**config.mk**
```make
export PLATFORM = sky130hd
export DESIGN_NAME = mpadd_serial
export DESIGN_NICKNAME = d
export VERILOG_FILES = /design/src/rtl/mpadd_serial.sv
export SDC_FILE = /design/constraint.sdc
export NUM_CORES = 1
export LEC_CHECK = 0
export ABC_AREA = 0
export CAP_MARGIN = 30
export CORE_MARGIN = 5
export CORE_UTILIZATION = 30
export CTS_CLUSTER_SIZE = 25
export DETAILED_ROUTE_END_ITERATION = 10
export HOLD_SLACK_MARGIN = 0.1
export PLACE_DENSITY = 0.54
export SKIP_LAST_GASP = 1
export SYNTH_ARGS = -nofsm -noshare
export SYNTH_HDL_FRONTEND = slang
export SYNTH_SLANG_ARGS = --single-unit
```
**constraint.sdc**
```tcl
create_clock -name clk -period 7.3 [get_ports clk]
set_clock_uncertainty 0.15 [all_clocks]
set_input_delay 2.19 -clock clk [delete_from_list [all_inputs] [get_ports clk]]
set_output_delay 2.19 -clock clk [all_outputs]
set_load 0.05 [all_outputs]
```
**src/rtl/mpadd_serial.sv**
```systemverilog
// mpadd_serial: word-serial multi-precision adder/subtractor with registered result stream
module mpadd_serial #(
  parameter int WIDTH  = 32,
  parameter int NWORDS = 4
) (
  input  logic             clk,
  input  logic             srst,
  input  logic             in_valid,
  output logic             in_ready,
  input  logic             in_sub_nadd,
  input  logic [WIDTH-1:0] in_a,
  input  logic [WIDTH-1:0] in_b,
  output logic             out_valid,
  input  logic             out_ready,
  output logic [WIDTH-1:0] out_data,
  output logic             out_last,
  output logic             out_cout,
  output logic             out_ovf,
  output logic             out_zero
);
  localparam int CNT_W = $clog2(NWORDS) + 1;
  localparam logic [CNT_W-1:0] LAST_IDX = CNT_W'(NWORDS - 1);
  logic [CNT_W-1:0] idx_q, idx_d;
  logic             carry_q, carry_d;
  logic             sub_q, sub_d;
  logic             zacc_q, zacc_d;
  logic             out_valid_q, out_valid_d;
  logic [WIDTH-1:0] out_data_q, out_data_d;
  logic             out_last_q, out_last_d;
  logic             out_cout_q, out_cout_d;
  logic             out_ovf_q, out_ovf_d;
  logic             out_zero_q, out_zero_d;
  logic             acc, first, last, sub_eff, cin, dz, zall;
  logic [WIDTH-1:0] b_eff;
  logic [WIDTH:0]   sum;
  assign in_ready  = !out_valid_q | out_ready;
  assign out_valid = out_valid_q;
  assign out_data  = out_data_q;
  assign out_last  = out_last_q;
  assign out_cout  = out_cout_q;
  assign out_ovf   = out_ovf_q;
  assign out_zero  = out_zero_q;
  // one word of the chained add, plus next-state for index, carry, flags and output register
  always_comb begin
    acc         = in_valid & in_ready;
    first       = idx_q == '0;
    last        = idx_q == LAST_IDX;
    sub_eff     = first ? in_sub_nadd : sub_q;
    cin         = first ? in_sub_nadd : carry_q;
    b_eff       = sub_eff ? ~in_b : in_b;
    sum         = {1'b0, in_a} + {1'b0, b_eff} + {{WIDTH{1'b0}}, cin};
    dz          = sum[WIDTH-1:0] == '0;
    zall        = (first | zacc_q) & dz;
    idx_d       = acc ? (last ? '0 : idx_q + CNT_W'(1)) : idx_q;
    carry_d     = acc ? sum[WIDTH] : carry_q;
    sub_d       = acc & first ? in_sub_nadd : sub_q;
    zacc_d      = acc ? (!last & zall) : zacc_q;
    out_valid_d = acc | (out_valid_q & !out_ready);
    out_data_d  = acc ? sum[WIDTH-1:0] : out_data_q;
    out_last_d  = acc ? last : out_last_q;
    out_cout_d  = acc ? last & sum[WIDTH] : out_cout_q;
    out_ovf_d   = acc ? last & (in_a[WIDTH-1] == b_eff[WIDTH-1]) & (sum[WIDTH-1] != in_a[WIDTH-1]) : out_ovf_q;
    out_zero_d  = acc ? last & zall : out_zero_q;
  end
  // state and output register with synchronous reset
  always_ff @(posedge clk) begin
    if (srst) begin
      idx_q       <= '0;
      carry_q     <= 1'b0;
      sub_q       <= 1'b0;
      zacc_q      <= 1'b0;
      out_valid_q <= 1'b0;
      out_data_q  <= '0;
      out_last_q  <= 1'b0;
      out_cout_q  <= 1'b0;
      out_ovf_q   <= 1'b0;
      out_zero_q  <= 1'b0;
    end else begin
      idx_q       <= idx_d;
      carry_q     <= carry_d;
      sub_q       <= sub_d;
      zacc_q      <= zacc_d;
      out_valid_q <= out_valid_d;
      out_data_q  <= out_data_d;
      out_last_q  <= out_last_d;
      out_cout_q  <= out_cout_d;
      out_ovf_q   <= out_ovf_d;
      out_zero_q  <= out_zero_d;
    end
  end
endmodule

```
==> summary.md, run 1 <==
| Metric | Value |
|---|---|
| Core Area | 0.0121 sq mm |
| Initial antenna violation count | 0 |
| Placed cell count | 732 |
| Ys Warns | 0 |
| Residual DRC | 0 |
| CTS tree | done |
| Post-route cell area | 0.00508 sq mm |
| Final setup fails | 0 |
| Status | complete, no violations |
| CTS resizes | 0 |
| Post-Place Setup Slack | 1.04 ns |
| Antenna viol nets, final | 0 |
| I/O pins | 107 |
| Area growth syn-to-layout | 37.0% |
| Syn Nets | 581 |
| H-Tree Depth | 2 |
| Synth Flop Type | dfxtp_1 |
| Clk root buf | clkbuf_16 |
| M1 wire length | 5030 microns |
| Worst-Margin Slew | 0.535 ns |
| Avg Vias per Cell | 4.88 |
| Worst Path Required | 4.96 ns |
| Area share of the largest cell type after synthesis | 0.232 |
| Final non-filler cell total | 740 |
| Met2 WL | 5120 microns |
| Vias in the first global route | 3656 |
| Post-CTS setup buffers | 0 |
| NumNets Final | 675 |
| GRT Resource Usage Total | 0.144 |
| Count leader, synth | a21oi_1 |
| ANT cells | 0 |
| Crit path capture type | output pin |
| TritonCTS Sinks | 43 |
| HPWL Detailed | 8780 microns |
| Starting Density | 0.307 |
| RSZ-0062 raised after global routing | no |
| Ys async rst share | 0 |
| Die Area | 0.0147 sq mm |
| Fmax | 0.168 GHz |
| Dpl cell area | 0.00490 sq mm |
| Max Buffers Root-to-Sink | 2 |
| Via count | 3608 |
| Post-synth EDFFs | 0 |
| Clock Latency Late Sink | 0.28 ns |
| Kind of critical path | in2out |
| DR pass1 iterations | 4 |
| Max Used Layer | met4 |
| Worst-case vdd ir drop | 0.0837 mV |
| First-pass GRT wire length | 17600 microns |
| Max-cap viol count | 0 |
| WL final | 10800 microns |
| Synth Cell Area | 0.00371 sq mm |
| Top post-synthesis cells by area | dfxtp_1, xnor2_1, ha_1 |
| Num CTS Buffers | 5 |
| Pins Over Slew Limit | 0 |
| Share of cells above drive strength 1 | 0.0647 |
| Post-route setup TNS | 0 ns |
| Count of different cell masters after synthesis | 57 |
| Crit path max fanout | 4 |
| WL per Instance | 14.6 microns |
| Final Hold Vio Count | 0 |
| Routed length on met3 | 573 microns |
| Hold Crit Class | reg2reg |
| PortBufs | 106 |
| Die width | 121 microns |
| WHS | 0.307 ns |
| Leakage | 1.91 nW |
| Largest net degree at the start of global routing | 51 |
| CTS clk-pin slew, worst paths | 0.06 ns |
| DR iter-0 viols | 203 |
| Setup ws final | 1.33 ns |
| CP arrival | 3.63 ns |
| Global route overflow | 0 |
| Yosys top cell by area | dfxtp_1 |
| Total power per unit cell area | 251 mW/mm^2 |
| FF+latch count, synth | 43 |
| Synthesized area per cell | 7.77 sq um |
| Synth top cells by count | a21oi_1, nand2_1, nor2_1 |
| Die Span Y | 121 microns |
| Period minus WS final | 5.97 ns |
| Relative slew margins | 0.642 |
| Site Rows | 40 |
| Final worst-path cycle share | 0.818 |
| Final GP Congestion | 0.836 |
| Syn Inst Count | 477 |
| Register area share after synthesis | 0.232 |
| CTS hold repair buffers | 0 |
| Startpoint types | input port |
[layout make-up]
class | count | area, sq um
multi-input cells | 403 | 2710
well taps | 168 | 210
clock inverters | 2 | 35.0
fillers | 1241 | 6980
flip-flops and latches | 43 | 861
clock buffers | 6 | 139
inverters | 7 | 26.3
repair buffers | 111 | 1100
[worst paths after layout]
path	end	slack (ns)	start	cells past startpoint
setup / recovery	in_ready	1.33	out_ready	3
hold reg to reg	out_ovf$_SDFFE_PP0P_	0.31	out_ovf$_SDFFE_PP0P_	2
setup reg to reg	zacc_q$_SDFFE_PP0P_	2.63	idx_q[0]$_SDFFE_PP0P_	18
hold / removal	out_ovf$_SDFFE_PP0P_	0.31	out_ovf$_SDFFE_PP0P_	2
[stage by stage]
stage                     utilization  power, mW
final                           0.421       1.27
after floorplan                     -      0.816
after CTS                       0.421       1.29
after global routing            0.421       1.37
after global placement          0.407       1.02
after detailed placement        0.407       1.02
[per-layer routing]
metal	vias up	GRT usage
met5	-	0
met4	0	0.0273
met3	11	0.0252
met2	84	0.248
met1	1642	0.190
li1	1871	-
[cell usage in the layout (no fill, tap or decap), drive strengths merged, types with 2 or more instances in the layout]
cell,synthesis,routed
a31oi,6,6
nor4b,3,3
a21oi,70,70
nand4,6,6
a21o,10,10
or3,2,2
xnor2,50,50
clkdlybuf4s50,0,106
nor3,5,5
xor2,12,12
dfxtp,43,43
buf,10,5
nand3b,2,2
fa,2,2
and3,3,3
nor4,3,3
or4,2,2
o21ai,25,25
nand2b,5,5
ha,33,33
nand3,8,8
and2,2,2
a211oi,9,9
inv,7,7
clkbuf,14,6
o21a,3,3
o221ai,2,2
o211ai,7,7
nand2,63,63
nor2,53,53
nor2b,4,4
[state kept, by name (all words and copies together), names as in the netlist]
register	flops
out_valid	1
out_data	32
idx_q	3
out_cout	1
carry_q	1
sub_q	1
zacc_q	1
out_last	1
out_ovf	1
out_zero	1
[cell families (layout without fill, tap and decap cells)]
kind of cell	Yosys count	in the layout	share of synthesized area
compound gates	139	139	0.248
xor+xnor	62	62	0.147
fa+ha+maj	35	35	0.122
buf+inv	31	126	0.0402
flops	43	43	0.232
mux	2	2	0.00574
simple gates	165	165	0.205
[where the power goes]
part | leakage [nW] | total [mW] | internal [mW] | switching, mW
Sequential | 0.353 | 0.287 | 0.267 | 0.0207
Combinational | 1.47 | 0.728 | 0.290 | 0.438
Clock | 0.0868 | 0.259 | 0.170 | 0.0890
[critical path: stages]
cell	delay [ns]
clkdlybuf4s50_1	0.46
nand2b_1	0.15
clkdlybuf4s50_1	0.83
Power figures use the tool's default switching activity.
==> inputs of run 2 (changes only) <==
- PLACE_DENSITY: 0.54 -> 0.56
- clock period: 7.3 -> 5 ns (I/O delays scaled with it)
==> summary.md, run 2 (synthesized netlist as in run 1, its figures left out) <==
| Metric | Value |
|---|---|
| Status | complete, no violations |
| DR pass1 iterations | 4 |
| Num CTS Buffers | 5 |
| R2R Path Start | idx_q[0]$_SDFFE_PP0P_ |
| Antenna viol nets, final | 0 |
| I/O pins | 107 |
| Post-route setup TNS | 0 ns |
| Initial antenna violation count | 0 |
| Relative slew margins | 0.434 |
| Total power per unit cell area | 368 mW/mm^2 |
| Worst R2R Setup Slack | 0.79 ns |
| DR iter-0 viols | 168 |
| Max-cap viol count | 0 |
| Min-delay src | out_data[5]$_SDFFE_PP0P_ |
| Area growth syn-to-layout | 59.6% |
| Vias in the first global route | 4073 |
| Share of cells above drive strength 1 | 0.215 |
| WL per Instance | 14.2 microns |
| Worst Path Required | 5.07 ns |
| HPWL Detailed | 9470 microns |
| Core Area | 0.0121 sq mm |
| Fmax | 0.212 GHz |
| Fillers | 1188 |
| Commonest non-fill, non-tap cell in the layout | clkdlybuf4s50_1 |
| Starting Density | 0.307 |
| Largest register FFs | 32 |
| Grt met2 use | 0.268 |
| Startpoint types | input port |
| Largest net degree at the start of global routing | 44 |
| Worst Setup SP | in_b[0] |
| Met3 Resource Use GR | 0.0312 |
| Site Rows | 40 |
| Avg Vias per Cell | 4.77 |
| H-Tree Depth | 2 |
| Worst-Margin Slew | 0.847 ns |
| Hold Crit Class | reg2reg |
| Worst-case vdd ir drop | 0.166 mV |
| Setup ws final | 0.281 ns |
| FF-to-FF End | out_ovf$_SDFFE_PP0P_ |
| R2R depth | 21 |
| Final Hold Vio Count | 0 |
| CTS clk-pin slew, worst paths | 0.06 ns |
| GRT Resource Usage Total | 0.161 |
| CP arrival | 4.79 ns |
| Die Area | 0.0147 sq mm |
| Clk root buf | clkbuf_16 |
| Die Span Y | 121 microns |
| Leakage | 2.39 nW |
| Crit path max fanout | 3 |
| Worst hold path cell count | 2 |
| Tot Pwr | 2.18 mW |
| Max Buffers Root-to-Sink | 2 |
| Final setup fails | 0 |
| Post-Place Setup Slack | -0.451 ns |
| GRT busiest layer | met2 |
| Met1 Use GR | 0.215 |
| CP endpoint | zacc_q$_SDFFE_PP0P_ |
| Crit path capture type | flip-flop |
| Residual DRC | 0 |
| Final GP Congestion | 0.886 |
| CTS hold repair buffers | 0 |
| Pins Over Slew Limit | 0 |
| CTS tree | done |
| PortBufs | 106 |
| WL final | 11800 microns |
| First-pass GRT wire length | 19600 microns |
| Die width | 121 microns |
| Final worst-path cycle share | 0.944 |
| Global route overflow | 0 |
| Kind of critical path | in2reg |
| TritonCTS Sinks | 43 |
| ANT cells | 0 |
| Via count | 3949 |
| Period minus WS final | 4.72 ns |
| RSZ-0062 raised after global routing | no |
| Clock Latency Late Sink | 0.29 ns |
| Most frequent cells in the layout | clkdlybuf4s50_1, buf_4, nand2_1 |
| NumNets Final | 763 |
-- run 2: cell types whose count changed in the layout (fill, tap and decap cells not counted), moves of 2 or more --
cell     before  now
xnor2_1      50   48
nor4_2        0    3
xnor2_2       0    2
nor4_1        3    0
a21oi_2       3    8
nor4b_2       1    3
buf_12        0    2
nor4b_1       2    0
a21oi_1      65   59
buf_4         5   89
-- run 2: metrics by stage --
| stage | cell area, sq um | util | hold slack (ns) | instances |
|---|---|---|---|---|
| CTS | 5800 | 0.480 | 0.304 | 827 |
| global route | 5920 | 0.490 | 0.329 | 828 |
| detailed placement | 5580 | 0.462 | 0.295 | 818 |
| floorplan | 3710 | - | 0.286 | 477 |
| global placement | 5580 | 0.462 | 0.294 | 818 |
| finish | 5920 | 0.490 | 0.305 | 828 |
-- run 2: area by class of cell --
cell class	instances	area, sq um	share of cell area
multi-input cells	403	2830	0.479
repair buffers	199	1820	0.307
flip-flops and latches	43	861	0.146
well taps	168	210	0.0355
clock buffers	5	125	0.0212
clock inverters	3	43.8	0.00740
inverters	7	26.3	0.00444
-- run 2: critical path: stages --
cell and delay, ns:
clkdlybuf4s50_1 0.46, xnor2_2 0.21, fa_2 0.24, inv_1 0.05, fa_1 0.39, nand2b_4 0.17, a21oi_4 0.21, nor2_1 0.10
xnor2_1 0.15, nor4_2 0.27, nand3_1 0.09, or3_1 0.38, nor4b_2 0.26, nand4_1 0.17, o21ai_1 0.15
-- run 2: what timing repair did --
action,CTS,global route
gates cloned,1,0
endpoints found under the hold margin,0,0
setup buffers,0,1
endpoints found under the setup margin,2,9
pin swaps,2,6
resized for setup,4,20
-- run 2: per-layer routing --
layer  share of wire  wire (microns)
met1            0.46            5450
met2            0.47            5510
met3           0.052             618
met4           0.017             204
met5               0               0
-- run 2: worst min-delay path by stage --
| stage | end |
|---|---|
| global placement | out_ovf$_SDFFE_PP0P_ |
| global route | out_data[5]$_SDFFE_PP0P_ |
| finish | out_data[5]$_SDFFE_PP0P_ |
| detailed placement | out_data[6]$_SDFFE_PP0P_ |
| CTS | out_data[6]$_SDFFE_PP0P_ |
| floorplan | idx_q[2]$_SDFFE_PP0P_ |
-- run 2: report_power, final --
part,leakage [nW],internal [mW],switching [mW]
registers,0.353,0.389,0.0287
clock network,0.0838,0.236,0.143
logic,1.95,0.658,0.723
==> inputs of run 3 (changes only) <==
- CAP_MARGIN: 30 -> 20
==> results of run 3 <==
Final layout, timing and power as in run 2 (identical DEF).
